===== src/rtl/seven_seg_scanner.sv =====
`default_nettype none
// ============================================================================
// seven_seg_scanner : 4-digit multiplexed 7-segment scanner with blanking
// Revision 1.0
// ============================================================================
module seven_seg_scanner #(
  parameter int unsigned REFRESH_DIV  = 50000,
  parameter int unsigned BLANK_CYCLES = 64
) (
  input  logic       clk,
  input  logic       rst_n,
  input  logic [6:0] seg0,
  input  logic [6:0] seg1,
  input  logic [6:0] seg2,
  input  logic [6:0] seg3,
  input  logic [3:0] dp_in,
  input  logic [3:0] digit_en,
  output logic [6:0] seg_n,
  output logic       dp_n,
  output logic [3:0] an_n,
  output logic [1:0] digit_idx,
  output logic       frame_tick
);

  localparam int unsigned   CW           = $clog2(REFRESH_DIV);
  localparam logic [CW-1:0] CNT_LAST     = CW'(REFRESH_DIV - 1);
  localparam logic [CW-1:0] CNT_PRE_SHOW = CW'(BLANK_CYCLES - 1);

  typedef enum logic [0:0] {
    ST_BLANK = 1'b0,
    ST_SHOW  = 1'b1
  } state_t;

  state_t        state_q, state_d;
  logic [CW-1:0] cnt_q, cnt_d;
  logic [1:0]    idx_q, idx_d;
  logic [6:0]    pat_q, pat_d;
  logic          dp_q, dp_d;
  logic          en_q, en_d;
  logic [6:0]    seg_n_q, seg_n_d;
  logic          dp_n_q, dp_n_d;
  logic [3:0]    an_n_q, an_n_d;
  logic          tick_q, tick_d;
  logic          wrap;
  logic [6:0]    seg_sel;

  always_comb begin
    wrap   = (cnt_q == CNT_LAST);
    cnt_d  = wrap ? '0 : cnt_q + 1'b1;
    idx_d  = wrap ? idx_q + 2'd1 : idx_q;
    tick_d = wrap && (idx_q == 2'd3);

    seg_sel = seg0;
    case (idx_q)
      2'd0: seg_sel = seg0;
      2'd1: seg_sel = seg1;
      2'd2: seg_sel = seg2;
      2'd3: seg_sel = seg3;
      default: seg_sel = seg0;
    endcase

    state_d = state_q;
    pat_d   = pat_q;
    dp_d    = dp_q;
    en_d    = en_q;
    case (state_q)
      ST_BLANK: begin
        // Capture the digit on the same edge that enters SHOW so the
        // displayed value is frozen for the whole visible phase.
        if (cnt_q == CNT_PRE_SHOW) begin
          state_d = ST_SHOW;
          pat_d   = seg_sel;
          dp_d    = dp_in[idx_q];
          en_d    = digit_en[idx_q];
        end
      end
      ST_SHOW: begin
        if (wrap) state_d = ST_BLANK;
      end
      default: state_d = ST_BLANK;
    endcase

    an_n_d  = 4'hF;
    seg_n_d = 7'h7F;
    dp_n_d  = 1'b1;
    if ((state_q == ST_SHOW) && en_q) begin
      an_n_d  = ~(4'b0001 << idx_q);
      seg_n_d = ~pat_q;
      dp_n_d  = ~dp_q;
    end
  end

  always_ff @(posedge clk) begin
    if (!rst_n) begin
      state_q <= ST_BLANK;
      cnt_q   <= '0;
      idx_q   <= 2'd0;
      pat_q   <= 7'h00;
      dp_q    <= 1'b0;
      en_q    <= 1'b0;
      seg_n_q <= 7'h7F;
      dp_n_q  <= 1'b1;
      an_n_q  <= 4'hF;
      tick_q  <= 1'b0;
    end else begin
      state_q <= state_d;
      cnt_q   <= cnt_d;
      idx_q   <= idx_d;
      pat_q   <= pat_d;
      dp_q    <= dp_d;
      en_q    <= en_d;
      seg_n_q <= seg_n_d;
      dp_n_q  <= dp_n_d;
      an_n_q  <= an_n_d;
      tick_q  <= tick_d;
    end
  end

  assign seg_n      = seg_n_q;
  assign dp_n       = dp_n_q;
  assign an_n       = an_n_q;
  assign digit_idx  = idx_q;
  assign frame_tick = tick_q;

endmodule
`default_nettype wire


===== config.mk =====
export PLATFORM = sky130hd
export DESIGN_NAME = seven_seg_scanner
export DESIGN_NICKNAME = d
export VERILOG_FILES = /design/src/rtl/seven_seg_scanner.sv
export SDC_FILE = /design/constraint.sdc
export NUM_CORES = 1
export LEC_CHECK = 0
export ABC_AREA = 1
export CORE_AREA = 5 5 76 85
export CTS_CLUSTER_SIZE = 8
export DETAILED_ROUTE_END_ITERATION = 10
export DIE_AREA = 0 0 81 90
export GPL_TIMING_DRIVEN = 1
export HOLD_SLACK_MARGIN = 0.03
export PLACE_DENSITY = 0.67
export SLEW_MARGIN = 20
export SYNTH_ARGS = -nofsm -noshare
export SYNTH_HDL_FRONTEND = slang
export SYNTH_SLANG_ARGS = --single-unit

===== constraint.sdc =====
create_clock -name clk -period 1.3 [get_ports clk]
set_input_delay 0.13 -clock clk [delete_from_list [all_inputs] [get_ports clk]]
set_output_delay 0.13 -clock clk [all_outputs]
set_load 0.1 [all_outputs]

==> results.ini, run 1 <==
[min_path]
hold_path_class=reg -> reg

[clocking]
clkSlewWorstSetupHoldPaths_ps=80
insertion_delay_ps=300
cts_buffer_depth=2
h-tree-depth=2
cts_tree=done
cts_sinks=41
numCtsBuffers=5
cts_root_buffer=clkbuf_8

[worst_setup_path]
critPathBufInv=1
rr_endpoint=en_q
worst-r2r-setup-slack_ps=9
cp-startpoint=cnt_q[1]
reg2reg_depth=6
cp-start-kind=flip-flop
worstPathCellList=ha_4, nand3_4, nor2_8, buf_6, nand4_1, a21oi_1
r2r_start=cnt_q[1]
crit_end=en_q
end_kind=flip-flop
cpPeakStageDelay_ps=370
path_depth=6
critPathKind=reg -> reg
path_max_fanout=5
crit_arrival_ps=1520
crit_slowest_cell=dfxtp_2
critPathTopFamily=simple AND/OR/NAND/NOR gates
cp_data_required_time_ps=1530

[synthesis]
yosysSeqAreaShare_pct=39.57
synth_area_leader_cell=dfxtp_1
ys_ff_latch=41
synthTopCellsByCount=111 x nand2_1, 52 x nor2_1, 41 x dfxtp_1
avgSynthCellArea_um2=6.607
synth.distinct_cells=24
syn_nets=358
synth_top_area_share_pct=39.57
synth_cells=314
synthTopCellsByArea=dfxtp_1 40%, nand2_1 20%, nor2_1 9.4%, inv_1 5.8%, nand3_1 4.6%
syn_area_um2=2074
async_reset_ff_share_pct=0
yosys_most_used_dff=dfxtp_1
synth_edf_count=0
yosys_warnings=0
synth.most_common_cell=nand2_1

[floorplan]
fp.dieH_um=90
rows=29
coreArea_um2=5588
start_util_pct=37.12
dieArea_um2=7290
io_pins=53
die_w_um=81

[timing]
clock-skew-final_ps=8.015
setup_viol=0
relSlewSlack_pct=82.93
tns_ps=0
rsz0062_at_grt=yes
fin_crit_sh_pct=99.31
fmax_ghz=0.7745
tightest_slew_ps=253.3
worst_slack_ps=8.909
slew_violations=0
period_needed_ps=1291
finalHoldViolCount=0

[layout]
area_delta_synth_final_pct=53.68
fillers=518
drive_above_1_share_pct=21.45
fin_cells=464
antenna_cells=0
finalNetCount=430
fin_area_um2=3188

[status]
status=finished clean

[route]
vias_per_cell=4.483
vias=2080
wl_um=5219
drcViolationCount=0
ant_nets=0
drt_iter0_drc=79
firstDrtPassIters=4
avgRoutedWirePerCell_um=11.25

[global_route]
grt_pass1_vias=1990
gr-total-overflow=0
grt_max_degree=18
grtUsageTotal_pct=15.11
grt_pass1_wl_um=8832
antenna_found_initial=0

[place]
detailed_place_hpwl_um=3965
dpl-instance-area_um2=2958
post-place-ws_ps=-19.61
dp.cells=453
globalplace.congestion=0.8558
numPortBuffers=52

[flow_run]
maxCapViolCount=0

[power]
p_per_area_nw_per_um2=816.1
vdd_drop_max_v=0.0004808
power.leakage_nw=1.355

-- worst min path at each step --
| stage | cells after the start | endpoint | from | slack [ps] |
|---|---|---|---|---|
| 3_3_place_gp | 1 | seg_n[3] | pat_q[3] | 370 |
| 5_1_grt | 1 | seg_n[5] | pat_q[5] | 410 |
| 2_1_floorplan | 2 | en_q | rst_n | 300 |
| 4_1_cts | 1 | seg_n[3] | pat_q[3] | 390 |
| 3_5_place_dp | 1 | seg_n[3] | pat_q[3] | 370 |
| 6_report | 1 | dp_n | dp_q | 390 |
-- through the flow --
step                total power, W  util [%]  hold WS (ps)
global route              0.002714     57.05         410.0
detailed placement        0.001462     52.93         371.9
CTS                       0.002629     55.82         392.4
floorplan                 0.001337         -         298.1
finish                    0.002602     57.05         390.3
global placement          0.001461     52.93         368.0
-- worst register-to-register path, delay by kind of cell, from the launching register on --
family / cells / cell delay [ps]
AOI/OAI and AO/OA: 1 / 160
and+or+nand+nor: 3 / 430
DFF: 1 / 370
adders and majority gates: 1 / 150
buffers and inverters: 1 / 130
-- where the power goes --
part	internal (W)	leakage (nW)	switching, W	total (W)
logic	0.000124	0.950	0.0000516	0.000176
clock network	0.000696	0.0669	0.000464	0.00116
registers	0.00126	0.338	0.00000953	0.00127
total	0.00208	1.35	0.000525	0.00260
-- layout by cell type (no fill, tap or decap), types with 2 or more instances in the layout --
cell type and n:
buf_4 19, nor2_2 6, dfxtp_1 29, clkdlybuf4s50_1 37, nor2_4 2, ha_1 2, ha_4 2, a21oi_1 12
nand2_1 111, inv_2 2, nand2_2 5, nand4_1 6, dfxtp_2 9, dfxtp_4 3, buf_12 15, xor2_1 2
ha_2 2, nand3_4 3, inv_1 29, o21ai_0 6, nand3_1 18, nor2_1 48, inv_4 2, nor3_1 2
clkbuf_8 5
-- registers in the layout, summed over array words and instances (netlist names) --
| name | flops |
|---|---|
| cnt_q | 16 |
| pat_q | 7 |
| seg_n | 7 |
| an_n | 4 |
| digit_idx | 2 |
| dp_n | 1 |
| dp_q | 1 |
| en_q | 1 |
| frame_tick | 1 |
| state_q | 1 |
-- metal layers --
| layer | part of all wire [%] | track usage (%) |
|---|---|---|
| met2 | 48 | 26.37 |
| met1 | 43 | 17.50 |
| met3 | 7.0 | 4.300 |
| met4 | 1.1 | 4.507 |
| met5 | 0 | 0 |
-- final cells by class --
type | instances | area (um^2) | area share, %
sequential | 41 | 843.3 | 26.45
multi-input combinational | 233 | 1162 | 36.46
timing repair buffer | 72 | 824.5 | 25.86
tap | 77 | 96.34 | 3.022
clock buffer | 6 | 93.84 | 2.943
inverter | 33 | 128.9 | 4.042
clock inverter | 2 | 38.79 | 1.217
-- repair_timing --
action,in CTS,in global routing
pin swaps,0,10
hold buffers,0,0
setup buffers,0,2
setup endpoints to repair,4,29
gates resized for setup,3,20
gates cloned,1,0
-- cells by family after synthesis --
group / Yosys count / synth area share [%]
compound gates: 20 / 5.067
xor+xnor: 2 / 0.8445
fa+ha+maj: 6 / 3.619
buf+inv: 41 / 8.323
flops: 41 / 39.57
simple gates: 204 / 42.58
No activity file was read; power rests on OpenSTA's default activity.
==> run 2, diff against run 1 <==
Settings changed: CELL_PAD_IN_SITES_DETAIL_PLACEMENT set to 0, CELL_PAD_IN_SITES_GLOBAL_PLACEMENT set to 1, CORE_AREA 5 5 76 85 to 5 5 86 96, DIE_AREA 0 0 81 90 to 0 0 91 101, PLACE_DENSITY 0.67 to not set, PLACE_DENSITY_LB_ADDON set to 0.1.
==> results.ini, run 2 (synthesis results as in run 1) <==
[route]
wl_um=5919  ; +13%
firstDrtPassIters=4  ; unchanged
avgRoutedWirePerCell_um=12.28  ; +9.2%
drt_iter0_drc=60  ; -24%
ant_nets=0  ; unchanged
vias=2111  ; +1.5%
vias_per_cell=4.380  ; -2.3%
drcViolationCount=0  ; unchanged

[clocking]
cts_sinks=41  ; unchanged
insertion_delay_ps=290  ; about the same
cts.hold.buffers_added=0  ; unchanged
cts_root_buffer=clkbuf_8
clkSlewWorstSetupHoldPaths_ps=80  ; about the same
cts_tree=done
cts_buffer_depth=2  ; unchanged
numCtsBuffers=5  ; unchanged
h-tree-depth=2  ; unchanged

[timing]
worst_slack_ps=1.267  ; -7.642 ps
slew_violations=0  ; unchanged
whs_ps=390.3  ; -0.01400 ps
relSlewSlack_pct=85.11  ; +2.2 points
tightest_slew_ps=222.7  ; -30.64 ps
period_needed_ps=1299  ; +7.642 ps
fmax_ghz=0.7700  ; -0.59%
clock-skew-final_ps=4.477  ; -3.538 ps
setup_viol=0  ; unchanged
fin_crit_sh_pct=99.90  ; +0.59 points
rsz0062_at_grt=yes
finalHoldViolCount=0  ; unchanged

[place]
globalplace.congestion=0.7765  ; -9.3%
dpl-instance-area_um2=3023  ; +2.2%
numPortBuffers=52  ; unchanged
detailed_place_hpwl_um=4555  ; +15%
dp.cells=470  ; +3.8%
post-place-ws_ps=-17.49  ; +2.117 ps

[power]
swShare_pct=20.49  ; +0.32 points
p_per_area_nw_per_um2=766.2  ; -6.1%
vdd_drop_max_v=0.0003628  ; -25%
pwr-share-seq_pct=50.1  ; +1.4 points
netSwitchingPower_w=0.0005174  ; -1.4%
power.leakage_nw=1.411  ; +4.1%
intPower_w=0.002008  ; -3.3%
power_w=0.002525  ; -2.9%
clockPowerShare_pct=42.8  ; -1.8 points
p_comb_share_pct=7.1  ; +0.3 points

[layout]
max_flop_register=cnt_q
final_common_cell=nand2_1
antenna_cells=0  ; unchanged
drive_above_1_share_pct=24.30  ; +2.9 points
largest_register_ffs=16  ; unchanged
fillers=714  ; +38%
final_cell_mix=107 x nand2_1, 47 x nor2_1, 37 x clkdlybuf4s50_1
fin_area_um2=3296  ; +3.4%
fin_cells=482  ; +3.9%
area_delta_synth_final_pct=58.87
finalNetCount=438  ; +1.9%

[floorplan]
fp.dieH_um=101  ; +12%
dieArea_um2=9191  ; +26%
io_pins=53  ; unchanged
start_util_pct=28.71  ; -8.4 points
coreArea_um2=7226  ; +29%
rows=33  ; +14%
die_w_um=91  ; +12%

[worst_setup_path]
critPathKind=reg -> reg
rr_endpoint=en_q
reg2reg_depth=6  ; unchanged
crit_arrival_ps=1520  ; about the same
worst-r2r-setup-slack_ps=1  ; about the same
cp_data_required_time_ps=1530  ; about the same
end_kind=flip-flop
cp-startpoint=cnt_q[1]
r2r_start=cnt_q[1]
cp-start-kind=flip-flop
path_max_fanout=4  ; -1

[min_path]
hold_path_startpoint=pat_q[2]
hold_path_end=seg_n[2]
hold_path_class=reg -> reg
hold_path_depth=1  ; unchanged

[global_route]
antenna_found_initial=0  ; unchanged
grt_pass1_vias=2001  ; +0.55%
grt_pass1_wl_um=9501  ; +7.6%
grt_max_degree=18  ; unchanged
grtUsageTotal_pct=12.80  ; -2.3 points
gr-total-overflow=0  ; unchanged

[flow_run]
maxCapViolCount=0  ; unchanged

[status]
status=finished clean

## run 2: changes by cell type in the layout (fill, tap and decap cells not counted), moves of 2 or more
cell and change:
buf_4 +9, nand2_1 -4, ha_4 +3, nand2_2 +3
ha_2 -2
## run 2: repair_timing
| item | CTS | global route |
|---|---|---|
| gates cloned | 0 | 1 |
| gates resized for setup | 2 | 32 |
| setup endpoints to repair | 17 | 28 |
| setup buffers | 0 | 3 |
| pin swaps | 0 | 16 |
## run 2: how the worst max path moves through the flow
stage | end | cells past startpoint | slack [ps]
2_1_floorplan | pat_q[0] | 9 | -70
3_3_place_gp | state_q | 6 | 10
3_5_place_dp | state_q | 6 | -20
4_1_cts | pat_q[3] | 7 | -20
5_1_grt | pat_q[2] | 7 | -60
6_report | en_q | 6 | 1
## run 2: worst max-delay path, cell delays in order, from the launching register on
cell and delay [ps]:
dfxtp_2 360, ha_4 150, nand3_4 110, nor2_8 180, buf_4 150, nand4_1 120, a21oi_1 150
## run 2: power by group through the flow
stage / clock (W) / combinational [W] / sequential [W]
after detailed placement: 0 / 0.000174 / 0.00129
after CTS: 0.00114 / 0.000179 / 0.00126
after global placement: 0 / 0.000175 / 0.00129
after floorplan: 0 / 0.0000438 / 0.00129
after global routing: 0.00118 / 0.000199 / 0.00127
final: 0.00108 / 0.000179 / 0.00127
## run 2: stage by stage
step / TNS [ps] / util (%)
finish: 0 / 45.61
detailed placement: -32.06 / 41.84
CTS: -121.9 / 43.60
floorplan: -502.9 / -
global placement: 0 / 41.84
global route: -623.5 / 45.61
## run 2: layout make-up
cell class,instances,area [um^2],share of cell area (%)
clock inverter,1,30.03,0.9112
clock buffer,7,86.33,2.620
multi-input combinational,233,1217,36.94
sequential,41,843.3,25.59
tap,87,108.9,3.303
timing repair buffer,80,880.8,26.73
inverter,33,128.9,3.910
## run 2: metal layers
layer,global-route usage (%),vias up,share of wire [%]
met5,0,-,0
met4,4.966,0,1.7
met3,3.211,9,4.8
met2,22.64,41,50
met1,14.78,930,44
li1,-,1131,-
==> run 3, diff against run 2 <==
Settings changed: RECOVER_POWER set to 50.
==> results.ini, run 3 (synthesis results as in run 1) <==
[status]
status=finished clean

[floorplan]
die_w_um=91  ; unchanged
start_util_pct=28.71  ; unchanged
rows=33  ; unchanged
dieArea_um2=9191  ; unchanged
coreArea_um2=7226  ; unchanged
io_pins=53  ; unchanged
fp.dieH_um=101  ; unchanged

[place]
post-place-ws_ps=-17.49  ; unchanged
detailed_place_hpwl_um=4555  ; unchanged
globalplace.congestion=0.7765  ; unchanged
numPortBuffers=52  ; unchanged
dpl-instance-area_um2=3023  ; unchanged
dp.cells=470  ; unchanged

[timing]
setup_viol=0  ; unchanged
finalHoldViolCount=0  ; unchanged
slew_violations=0  ; unchanged
rsz0062_at_grt=yes
tightest_slew_ps=503.1  ; +280.4 ps
clock-skew-final_ps=4.421  ; -0.05568 ps
relSlewSlack_pct=66.69  ; -18 points
worst_slack_ps=6.908  ; +5.640 ps
period_needed_ps=1293  ; -5.640 ps
whs_ps=390.6  ; +0.3470 ps
fmax_ghz=0.7733  ; +0.44%
fin_crit_sh_pct=99.47  ; -0.43 points

[worst_setup_path]
critPathBufInv=1  ; unchanged
cp-start-kind=flip-flop
end_kind=flip-flop
critPathTopFamily=simple AND/OR/NAND/NOR gates
worstPathCellList=ha_4, nand3_4, nor2_8, buf_4, nand4_1, a21oi_1
crit_slowest_cell=dfxtp_2
worst-r2r-setup-slack_ps=7  ; about the same
cpPeakStageDelay_ps=360  ; about the same
path_max_fanout=4  ; unchanged
crit_arrival_ps=1520  ; about the same
cp_data_required_time_ps=1530  ; about the same
critPathKind=reg -> reg

[layout]
multi_input_area_um2=1217  ; unchanged
largest_register_ffs=16  ; unchanged
fillers=727  ; +1.8%
final_common_cell=nand2_1
drive_above_1_share_pct=24.30  ; unchanged
final_cell_mix=107 x nand2_1, 47 x nor2_1, 36 x clkdlybuf4s50_1
fin_area_um2=3203  ; -2.8%
fin_cells=482  ; unchanged
antenna_cells=0  ; unchanged
area_delta_synth_final_pct=54.40
max_flop_register=cnt_q
finalNetCount=438  ; unchanged
regArea_um2=843.3  ; unchanged

[clocking]
clkSlewWorstSetupHoldPaths_ps=80  ; about the same
cts_buffer_depth=2  ; unchanged
cts.hold.buffers_added=0  ; unchanged
cts_root_buffer=clkbuf_8
insertion_delay_ps=290  ; about the same
cts_sinks=41  ; unchanged
h-tree-depth=2  ; unchanged
numCtsBuffers=5  ; unchanged
cts_tree=done

[route]
drt_iter0_drc=58  ; -3.3%
vias=2123  ; +0.57%
vias_per_cell=4.405  ; +0.57%
wl_um=5938  ; +0.32%
avgRoutedWirePerCell_um=12.32  ; +0.32%
firstDrtPassIters=4  ; unchanged
drcViolationCount=0  ; unchanged
ant_nets=0  ; unchanged

[power]
p_per_area_nw_per_um2=788.7  ; +2.9%
vdd_drop_max_v=0.0003628  ; about the same
power.leakage_nw=1.360  ; -3.6%
power_w=0.002526  ; about the same

[global_route]
grt_max_degree=18  ; unchanged
grt_pass1_vias=2001  ; unchanged
grtUsageTotal_pct=12.80  ; unchanged
grt_pass1_wl_um=9501  ; unchanged
antenna_found_initial=0  ; unchanged
gr-total-overflow=0  ; unchanged

[min_path]
hold_path_class=reg -> reg

[flow_run]
maxCapViolCount=0  ; unchanged

run 3: path summary, 6_finish.rpt:
kind | startpoint | endpoint | cells past startpoint
max | cnt_q[1] | en_q | 6
min | pat_q[2] | seg_n[2] | 1
max reg2reg | cnt_q[1] | en_q | 6
min reg2reg | pat_q[2] | seg_n[2] | 1
run 3: timing repair:
item                                    CTS  global route
endpoints found under the setup margin   17            28
pin swaps                                 0            16
gates resized for setup                   2            32
cloned                                    0             1
buffers inserted                          0             3
run 3: routing by layer:
metal | vias to the layer above | routed length (um) | global-route usage [%]
li1 | 1131 | - | -
met1 | 938 | 2610 | 14.78
met2 | 45 | 2939 | 22.64
met3 | 9 | 286 | 3.211
met4 | 0 | 101 | 4.966
met5 | - | 0 | 0
run 3: where the power goes:
part / total, W / leakage (nW) / switching (W) / internal (W)
logic: 0.000178 / 0.964 / 0.0000546 / 0.000124
registers: 0.00127 / 0.338 / 0.00000837 / 0.00126
clock network: 0.00108 / 0.0585 / 0.000456 / 0.000627
total: 0.00253 / 1.36 / 0.000519 / 0.00201
run 3: area by class of cell:
class                   instances  share of cell area (%)
well taps                      87                   3.398
inverters                      33                   4.023
clock inverters                 1                  0.9375
multi-input cells             233                   38.01
clock buffers                   7                   2.695
repair buffers                 80                   24.61
flip-flops and latches         41                   26.33
run 3: stage by stage:
stage / setup TNS [ps] / util, %
final: 0 / 44.33
after global placement: 0 / 41.84
after floorplan: -502.9 / -
after global routing: -623.5 / 44.33
after detailed placement: -32.06 / 41.84
after CTS: -121.9 / 43.60
run 3: worst register-to-register path, cell delays in order (launching register included):
cell and delay, ps:
dfxtp_2 360, ha_4 150, nand3_4 110, nor2_8 190, buf_4 150, nand4_1 120
a21oi_1 150
==> patch: new RTL, config.mk and constraints of run 1 <==
`REFRESH_DIV`: 50000 -> 12500.
--- a/src/rtl/seven_seg_scanner.sv
+++ b/src/rtl/seven_seg_scanner.sv
@@ -5,5 +5,5 @@
 // ============================================================================
 module seven_seg_scanner #(
-  parameter int unsigned REFRESH_DIV  = 50000,
+  parameter int unsigned REFRESH_DIV  = 12500,
   parameter int unsigned BLANK_CYCLES = 64
 ) (
Formal check against the unedited RTL: no difference found for any inputs over 10 cycles, from zero or initial values and one cycle with rst_n low; that may be too few to reach the edited logic, so the function may still have changed.
==> patch against run 1 <==
Hold slack worse by 0.00058 ns. Power is 7.6% lower. Cell area is 4.4% lower. Wire length is 3.5% lower. Utilization is 2.5 points lower. Sequential power is 5% lower. Non-clock buffer count is 1 lower. Count of clock-buffer cells in the layout is 1 lower. Synthesized area is 8.6% lower. Critical path depth is 3 higher. Combinational power is 3% higher. Sequential cell count is 2 lower. Setup slack better by 0.033 ns.
==> patch: results (changes against run 1) <==
[status]
outcome = finished clean

[yosys]
synth.area.top_cells = dfxtp_1 (41%), nand2_1 (21%), nor2_1 (9.5%), inv_1 (5.7%), nand3_1 (5.3%)
yosysSeqAreaShare_pct = 41.2  ; +1.6 points
synthTopCellsByCount = nand2_1 (106), nor2_1 (48), dfxtp_1 (39)
synth_fp_nets = 334  ; -6.7%
synth_compound_area_share_pct = 5.28  ; +0.21 points
synth_xor_area_share_pct = 1.85  ; +1.0 points
yosys.area_share.adder_pct = 3.96  ; +0.34 points
synthDistinctLibCells = 23  ; -4.2%

[placement]
dpl_cell_area_mm2 = 0.00280  ; -5.5%
dp_hpwl_um = 3780  ; -4.6%
gp_congestion = 0.850  ; -0.71%

[cells_and_area]
drive_gt1_share_pct = 22.0  ; +0.53 points
num_antenna_cells = 0  ; unchanged
nNetsFinal = 407  ; -5.3%
fillCellCount = 529  ; +2.1%
largest_reg_flops = 14  ; -2

[power]
ir_worst_vdd_mv = 0.385  ; -20%
p_leak_uw = 0.00129  ; -5.0%

[grt]
grt_use_met2_pct = 23.8  ; -2.5 points
grtUsageMet1_pct = 17.3  ; -0.17 points
grt_max_degree = 16  ; -2
grt_pass1_wl_um = 8340  ; -5.5%
grt_use_met3_pct = 3.60  ; -0.70 points
grt_pass1_vias = 1902  ; -4.4%
track_usage_pct = 14.3  ; -0.78 points

[setup_path]
critPathMaxFanout = 4  ; -1
path_buf_inv = 2  ; +1
cp.arrival_ns = 1.45  ; -0.07 ns

[clocking]
ctsResizeCount = 4  ; +1
cts_buffer_depth = 2  ; unchanged

[detailed_routing]
wl_per_cell_um = 11.4  ; +1.5%
via_per_inst = 4.49  ; +0.16%
wl_met1_um = 2160  ; -4.8%
initialDrtViolationCount = 154  ; +95%
wl_met2_um = 2500  ; -1.1%
dr_wl_met3_um = 257  ; -30%

[job]
drv_cap = 0  ; unchanged

[timing]
worst_slew_pin_slew_ns = 0.253  ; +0.0000534 ns
clock_skew_ns = 0.00821  ; +0.000194 ns

==> patch: changes by cell type after synthesis, moves of 3 or more <==
cell | run 1 | this run
a21oi_1 | 12 | 8
nand4_1 | 6 | 2
nor2_1 | 52 | 48
nand2_1 | 111 | 106
inv_1 | 32 | 29
==> patch: per-stage QoR <==
stage | TNS, ns | total power, uW | utilization [%] | cells | setup WS (ns)
finish | 0 | 2400 | 54.6 | 441 | 0.0420
global route | -0.237 | 2500 | 54.6 | 441 | -0.0426
CTS | 0 | 2410 | 52.2 | 437 | 0.00210
detailed placement | -0.263 | 1400 | 50.0 | 429 | -0.0659
global placement | -0.0998 | 1400 | 50.0 | 429 | -0.0247
floorplan | -0.714 | 1270 | - | 290 | -0.113
==> patch: cell type report <==
type	count	share of cell area (%)
clock buffer	5	2.26
clock inverter	3	1.44
inverter	30	4.19
multi-input combinational	216	36.3
sequential	39	26.0
tap	77	3.16
timing repair buffer	71	26.7
==> patch: report_power, final <==
| group | total [uW] | switching, uW | leakage, uW | internal (uW) |
|---|---|---|---|---|
| clock | 1020 | 447 | 0.0000581 | 571 |
| combinational | 181 | 55.6 | 0.000910 | 125 |
| sequential | 1210 | 7.89 | 0.000318 | 1200 |
==> patch: path summary, 6_finish.rpt <==
kind / slack, ns / end / startpoint
worst max-delay path: 0.04 / pat_q[5]$_SDFFE_PN0P_ / cnt_q[0]$_SDFF_PP0_
worst min-delay path: 0.39 / seg_n[5]$_SDFF_PN1_ / pat_q[5]$_SDFFE_PN0P_
worst min register to register: 0.39 / seg_n[5]$_SDFF_PN1_ / pat_q[5]$_SDFFE_PN0P_
worst max register to register: 0.04 / pat_q[5]$_SDFFE_PN0P_ / cnt_q[0]$_SDFF_PP0_
